**src/rtl/rf_wb_arbiter.sv**
```systemverilog
`default_nettype none
// ============================================================================
//  Module   : rf_wb_arbiter
//  Purpose  : Round-robin merge of two write-back sources (ALU, load/CSR),
//             each behind its own small FIFO, onto the single rf write port.
//  Revision : 1.0  initial release
// ============================================================================
module rf_wb_arbiter #(
  parameter int ALEN       = 5,
  parameter int DLEN       = 32,
  parameter int FIFO_DEPTH = 2,
  parameter int ZERO_REG   = 1
) (
  input  logic            clk,
  input  logic            rst,
  input  logic            i_a_valid,
  output logic            o_a_ready,
  input  logic [ALEN-1:0] i_a_addr,
  input  logic [DLEN-1:0] i_a_data,
  input  logic            i_b_valid,
  output logic            o_b_ready,
  input  logic [ALEN-1:0] i_b_addr,
  input  logic [DLEN-1:0] i_b_data,
  output logic            o_wen,
  output logic [ALEN-1:0] o_waddr,
  output logic [DLEN-1:0] o_wdata,
  output logic            o_busy
);

  localparam int c_ptr_w = (FIFO_DEPTH > 1) ? $clog2(FIFO_DEPTH) : 1;
  localparam int c_cnt_w = $clog2(FIFO_DEPTH + 1);
  localparam logic [c_cnt_w-1:0] c_full     = c_cnt_w'(FIFO_DEPTH);
  localparam logic [c_ptr_w-1:0] c_last_ptr = c_ptr_w'(FIFO_DEPTH - 1);
  localparam logic c_src_a = 1'b0;
  localparam logic c_src_b = 1'b1;

  // Index 0 is source A, index 1 is source B throughout.
  logic [1:0]      w_in_valid;
  logic [ALEN-1:0] w_in_addr [2];
  logic [DLEN-1:0] w_in_data [2];
  logic [1:0]      w_full;
  logic [1:0]      w_empty;
  logic [1:0]      w_ready;
  logic [1:0]      w_pop;
  logic [ALEN-1:0] w_head_addr [2];
  logic [DLEN-1:0] w_head_data [2];

  logic            r_rr_last;
  logic            r_wen;
  logic [ALEN-1:0] r_waddr;
  logic [DLEN-1:0] r_wdata;

  assign w_in_valid   = {i_b_valid, i_a_valid};
  assign w_in_addr[0] = i_a_addr;
  assign w_in_addr[1] = i_b_addr;
  assign w_in_data[0] = i_a_data;
  assign w_in_data[1] = i_b_data;

  generate
    for (genvar g = 0; g < 2; g++) begin : g_fifo
      logic [ALEN-1:0]    r_addr_mem [FIFO_DEPTH];
      logic [DLEN-1:0]    r_data_mem [FIFO_DEPTH];
      logic [c_ptr_w-1:0] r_wptr;
      logic [c_ptr_w-1:0] r_rptr;
      logic [c_cnt_w-1:0] r_count;
      logic               w_push;

      // Readiness comes from occupancy alone, so a full FIFO refuses even
      // when it is being popped on the same edge.
      assign w_full[g]      = (r_count == c_full);
      assign w_empty[g]     = (r_count == '0);
      assign w_ready[g]     = !rst && !w_full[g];
      assign w_push         = w_in_valid[g] && w_ready[g];
      assign w_head_addr[g] = r_addr_mem[r_rptr];
      assign w_head_data[g] = r_data_mem[r_rptr];

      always_ff @(posedge clk) begin
        if (w_push) begin
          r_addr_mem[r_wptr] <= w_in_addr[g];
          r_data_mem[r_wptr] <= w_in_data[g];
        end
      end

      always_ff @(posedge clk) begin
        if (rst) begin
          r_wptr  <= '0;
          r_rptr  <= '0;
          r_count <= '0;
        end else begin
          if (w_push) begin
            r_wptr <= (r_wptr == c_last_ptr) ? '0 : r_wptr + 1'b1;
          end
          if (w_pop[g]) begin
            r_rptr <= (r_rptr == c_last_ptr) ? '0 : r_rptr + 1'b1;
          end
          case ({w_push, w_pop[g]})
            2'b10:   r_count <= r_count + 1'b1;
            2'b01:   r_count <= r_count - 1'b1;
            default: r_count <= r_count;
          endcase
        end
      end
    end
  endgenerate

  // On a tie the source that did not win last time goes next.
  always_comb begin
    w_pop    = 2'b00;
    w_pop[0] = !w_empty[0] && (w_empty[1] || (r_rr_last == c_src_b));
    w_pop[1] = !w_empty[1] && (w_empty[0] || (r_rr_last == c_src_a));
  end

  logic            w_sel;
  logic [ALEN-1:0] w_sel_addr;
  logic            w_drop;

  assign w_sel      = w_pop[1];
  assign w_sel_addr = w_head_addr[w_sel];
  assign w_drop     = (ZERO_REG != 0) && (w_sel_addr == '0);

  always_ff @(posedge clk) begin
    if (rst) begin
      r_wen     <= 1'b0;
      r_waddr   <= '0;
      r_wdata   <= '0;
      r_rr_last <= c_src_b;
    end else if (|w_pop) begin
      r_wen     <= !w_drop;
      r_waddr   <= w_sel_addr;
      r_wdata   <= w_head_data[w_sel];
      r_rr_last <= w_sel;
    end else begin
      r_wen <= 1'b0;
    end
  end

  assign o_a_ready = w_ready[0];
  assign o_b_ready = w_ready[1];
  assign o_wen     = r_wen;
  assign o_waddr   = r_waddr;
  assign o_wdata   = r_wdata;
  assign o_busy    = !(&w_empty) || r_wen;

endmodule
`default_nettype wire

```
**config.mk**
```make
export PLATFORM = sky130hd
export DESIGN_NAME = rf_wb_arbiter
export DESIGN_NICKNAME = d
export VERILOG_FILES = /design/src/rtl/rf_wb_arbiter.sv
export SDC_FILE = /design/constraint.sdc
export NUM_CORES = 1
export LEC_CHECK = 0
export CAP_MARGIN = 0
export CORE_UTILIZATION = 60
export CTS_BUF_LIST = sky130_fd_sc_hd__clkbuf_8
export CTS_CLUSTER_SIZE = 14
export DETAILED_ROUTE_END_ITERATION = 8
export DONT_BUFFER_PORTS = 1
export PLACE_DENSITY = 0.76
export SYNTH_ARGS = -nofsm -noshare
export SYNTH_HDL_FRONTEND = slang
export SYNTH_SLANG_ARGS = --single-unit
```
**constraint.sdc**
```tcl
create_clock -name clk -period 3.7 [get_ports clk]
set_input_delay 0.925 -clock clk [delete_from_list [all_inputs] [get_ports clk]]
set_output_delay 0.925 -clock clk [all_outputs]
set_load 0.02 [all_outputs]
```
==> Word-level counts from Yosys, hierarchy flattened <==
Memories as Yosys holds them, arrays and structs flattened. A register that Yosys moved wholly into a read port is not among the register bits.
Index checks and enable logic that the tools add are counted.
{ "op_classes": {"n_addsub": 8, "mul": 0, "n_div": 0, "magnitude_cmp": 1, "eq_ne": 6, "shift": 0, "mux": 24, "bitwise": 3, "n_reduce_logical": 24} }
{ "ops": {"columns": ["operator", "n"], "rows": [
  ["32-bit two-way mux", 3],
  ["1-bit two-way mux", 16],
  ["5-bit two-way mux", 3],
  ["2-bit equality test (second input constant)", 4],
  ["2-bit case mux with 2 select lines", 2],
  ["1-bit zero test", 7],
  ["1-bit logical AND", 6],
  ["5-bit zero test", 1],
  ["1-bit adder (second input constant)", 4],
  ["2-bit by 1-bit adder with 2-bit output (second input constant)", 2],
  ["2-bit by 1-bit equality test with 1-bit output (second input constant)", 2],
  ["2-bit zero test", 2],
  ["2-bit nonzero test", 2],
  ["2-bit OR reduction", 2],
  ["2-bit by 1-bit subtractor with 2-bit output (second input constant)", 2],
  ["1-bit logical OR", 3],
  ["2-bit greater-or-equal comparator (second input constant)", 1],
  ["1-bit NOT", 2],
  ["1-bit NOT with 2-bit output", 1],
  ["2-bit AND reduction", 1]
]} }
{ "totals": {"register_bits": 47, "latchBits": 0, "mem_bits_rw": 148, "romBits": 0, "in_bits": 78, "word_cells": 80, "memories": 4} }
{ "mem_list": {"columns": ["memory", "depth", "width", "read_ports", "rd_ports_with_merged_regs", "wr", "line_no", "text"], "rows": [
  ["g_fifo[0].r_data_mem", 2, 32, 1, 1, 1, "62", "logic [DLEN-1:0] r_data_mem [FIFO_DEPTH];"],
  ["g_fifo[1].r_data_mem", 2, 32, 1, 1, 1, "62", null],
  ["g_fifo[0].r_addr_mem", 2, 5, 1, 1, 1, "61", "logic [ALEN-1:0] r_addr_mem [FIFO_DEPTH];"],
  ["g_fifo[1].r_addr_mem", 2, 5, 1, 1, 1, "61", null]
]} }

==> Depth between registers and ports, before layout <==
{ "depth": {"depth_word": 9, "ltp_mapped": 11, "mapped_depth_nobuf": 7} }

==> Least setup slack after synthesis <==
No wires, ideal clock.
{ "synth_path": {"kind": "input-to-reg", "from": "input port rst", "to": "memory g_fifo[1].r_addr_mem[0][0] (enable)", "setup_ns": 0.431, "t_arrival_ns": 2.971, "slack_ns": 0.298, "path_stages": 4, "path_buffers": 1, "cell_sequence": "clkbuf_1 -> inv_1 -> o211ai_1 -> nor2_1"} }
{ "synth_between": {"elab_chain_len": 5} }
{ "synth_rtl": {"columns": ["item", "line_no", "text"], "rows": [
  ["start, declared", "15", "input logic rst,"],
  ["1-bit zero test", "72", "assign w_ready[g] = !rst && !w_full[g];"],
  ["1-bit logical AND", "72", null],
  ["1-bit logical AND", "73", "assign w_push = w_in_valid[g] && w_ready[g];"],
  ["1-bit two-way mux", "78", "if (w_push) begin"],
  ["1-bit two-way mux (not written as such)", "79", "r_addr_mem[r_wptr] <= w_in_addr[g];"],
  ["end, declared", "61", null]
]} }
Every way passes these cells.

==> Final worst setup path <==
{ "layout_path": {"from": "register g_fifo[0].r_count[0]", "to": "register r_wdata[4], in the netlist o_wdata[4]"} }
{ "layout_between": {"elab_chain_len": 7, "elab_cells_between_ends": 10} }
{ "layout_rtl": {"columns": ["item", "line_no", "text"], "rows": [
  ["start, declared", "65", "logic [c_cnt_w-1:0] r_count;"],
  ["start signal, assigned", "97", "2'b10: r_count <= r_count + 1'b1;"],
  ["start signal, assigned", "98", "2'b01: r_count <= r_count - 1'b1;"],
  ["start signal, assigned", "99", "default: r_count <= r_count;"],
  ["2-bit zero test *", "71", "assign w_empty[g] = (r_count == '0);"],
  ["1-bit logical OR", "110", "w_pop[1] = !w_empty[1] && (w_empty[0] || (r_rr_last == c_src_a));"],
  ["1-bit logical AND", "110", null],
  ["1-bit NOT with 2-bit output (not written as such)", "130", "r_wdata <= w_head_data[w_sel];"],
  ["32-bit two-way mux (not written as such) (3 in series)", "130", null],
  ["end signal, assigned", "130", null],
  ["end, declared", "51", "logic [DLEN-1:0] r_wdata;"]
]} }
Every way passes the cells marked *; elsewhere a longest branch is shown, timed or not. The select of a mux whose other input is x is not followed.
A chain may end at the register's enable or synchronous reset.

==> reports/metrics.cfg <==
[outcome]
outcome=complete, no violations

[worst_setup_path]
crit_slowest_cell=inv_2
cp-startpoint=g_fifo[0].r_count[0]
r2r_cells=6
slowest_delay_ns=0.67
arrival_ns=2.80
r2r_slack_ns=1.21
critPathCaptureType=flip-flop
crit_buf_inv=2
worst-path-max-fanout=47
criticalPathCategory=flip-flop to flip-flop
path_cells=o21ai_2 -> o21ai_2 -> inv_2 -> buf_4 -> a2111oi_0 -> a2111oi_0
required_ns=4.01
crit_end=o_wdata[4]
reg2reg_from=g_fifo[0].r_count[0]
cp_top_family=buffers and inverters
crit_path_start_kind=flip-flop
r2r_end=o_wdata[4]
crit_cells=6

[drt]
ant_nets=0
dr.first_iter.drc_count=286
vias=3902
dr.pass1.iters=4
wl_per_cell_um=21.1
viasPerCell=6.00
wl_um=13700
drc_errors=0

[synthesis]
syn_inst=474
syn_area_per_cell_um2=15.8
ys_types=38
synth_top_family_by_area=compound AO/OA/AOI/OAI gates
yosys_most_used_dff=edfxtp_1
synth-compound-area-share=0.112
muxShareOfSynthArea=0.0495
seq_area_frac_synth=0.723
syn_nets=554
synthArstFlopShare=0
synth_edf_count=148
synth-seq-cells=197
mappedNetlistArea_mm2=0.00750
synth_fa_ha_area_frac=0.00334
synth_xor_area_frac=0.00934
ys_warn_count=0
synth-simple-area-share=0.0706

[layout]
register_area_mm2=0.00543
drive_gt1_frac=0.135
final_cell_mix=148 x edfxtp_1, 52 x a2111oi_0, 48 x nor2_1, 47 x dfxtp_1, 37 x nor2b_1
nFillCells=854
finalInstanceArea_mm2=0.00799
multi_input_area_mm2=0.00187
final_common_cell=edfxtp_1
area_delta_synth_final_pct=6.56
nets=548

[power_and_ir_drop]
p_leak_nw=2.51
p_switching_mw=2.27
clkPwrFrac=0.213
power.share.combinational=0.284
max-vdd-ir-drop_v=0.000449
power.density_mw_per_mm2=789
sw_frac_of_total=0.361
seqPwrFrac=0.503
p_int_mw=4.03
power_mw=6.31

[timing]
clock_skew_ns=0.00948
hold_viol_final=0
tightestPinTransition_ns=0.907
finalCritPeriodShare=0.672
min_period_ns=2.49
setup_violations=0
slew_headroom=0.394
fmax_ghz=0.402
final_max_slew_viol_count=0
rsz0062_at_grt=false
fin_setup_tns_ns=0

[grt]
overflow=0
grt_start_max_net_pins=51
grt_pass1_wl_um=21000
grt.total_usage=0.224
grt_pass1_vias=3889
antenna_found_initial=0

[die]
core_area_mm2=0.0121
die_height_um=114
initial_core_util=0.619
die_x_um=114
num_rows=40
dieArea_mm2=0.0130
io_pins=119

[flow_run]
maxCapViolations=0

[clock_network]
clockBufferDepth=2
postCtsHoldBufs=0
cts_setup_buffers=0
tritoncts=yes
clockRootBuffer=clkbuf_8
cts_inserted_buffers=17
cts_sinks=197
cts.clk_slew.worst_paths_ns=0.09
clock_latency_ns=0.45
cts_max_level=4
cts_resized=0

[place]
dp_hpwl_um=8890
port_buffers=0
placed_cell_area_mm2=0.00760
place_congestion=0.811

[hold_path]
hold_class=flip-flop to flip-flop

-- synth_stat cells, types with 2 or more instances --
master	count	area (µm²)
inv_1	5	18.8
o211ai_1	2	15.0
a2111oi_0	52	455
dfxtp_1	49	981
nor3_1	3	15.0
nor2_1	52	195
a2111oi_1	5	50.1
mux2i_1	36	360
o21ai_0	2	10.0
clkbuf_2	2	10.0
edfxtp_1	148	4440
a21oi_1	3	15.0
xor2_1	2	17.5
buf_6	6	67.6
o21a_1	2	15.0
o21ai_2	2	17.5
ha_1	2	25.0
buf_2	12	60.1
nor2b_1	37	231
clkbuf_1	11	41.3
xnor2_1	6	52.6
nor4_1	4	25.0
a2111oi_2	14	210
buf_4	2	15.0
or3_1	2	12.5
-- power by group through the flow --
stage	Clock, mW	Sequential [mW]	Combinational [mW]
final	1.34	3.17	1.79
after detailed placement	0	3.22	1.79
after floorplan	0	3.07	1.64
after global placement	0	3.21	1.71
after CTS	1.37	3.17	1.79
after global routing	1.45	3.21	1.99
-- sequential cells by signal, indices dropped and copies added (netlist names), named ones only --
signal,flops
r_rr_last,1
g_fifo.r_rptr,2
o_wen,1
g_fifo.r_wptr,2
g_fifo.r_data_mem,128
o_waddr,5
o_wdata,32
g_fifo.r_addr_mem,20
g_fifo.r_count,4
-- through the flow --
step                      setup WS (ns)  utilization  std cells  hold slack (ns)
after detailed placement           1.06        0.627        617            0.499
after CTS                          1.22        0.660        649            0.507
after global routing              0.986        0.660        649            0.494
after global placement             1.14        0.627        617            0.491
final                              1.21        0.660        650            0.521
after floorplan                   0.298            -        474            0.481
-- tightest hold or removal path, cell delays in order, from the launching register on --
cell and delay [ns]:
dfxtp_1 0.33, xnor2_1 0.09, nor2_1 0.07
-- per-layer routing --
layer  up-vias  routed length (µm)  GRT usage
met5         -                   0          0
met4         0                 210     0.0883
met3        19                1310      0.108
met2       132                6820      0.355
met1      1910                5410      0.264
li1       1841                   -          -
-- how the worst min path moves through the flow --
stage,end,from,cells after the start
CTS,flip-flop,rst,1
finish,flip-flop,g_fifo[0].r_rptr,2
floorplan,flip-flop,g_fifo[0].r_rptr,2
detailed placement,flip-flop,g_fifo[1].r_rptr,2
global route,flip-flop,rst,1
global placement,flip-flop,g_fifo[1].r_rptr,2
-- final cells by class --
class,instances,area share
diodes,1,0.000313
clock buffers,18,0.0310
clock inverters,14,0.0182
inverters,6,0.00282
multi-input cells,237,0.234
flip-flops and latches,197,0.679
well taps,168,0.0263
repair buffers,9,0.00845
-- cell families (layout without fill, tap and decap cells) --
family,Yosys count,count (layout)
flip-flops,197,197
AND/OR/NAND/NOR,104,104
AO/OA/AOI/OAI,86,86
buffers and inverters,40,47
multiplexers,37,37
XOR/XNOR,8,8
adder cells (fa/ha/maj),2,2
other,0,1
No activity file was read; power rests on OpenSTA's default activity.
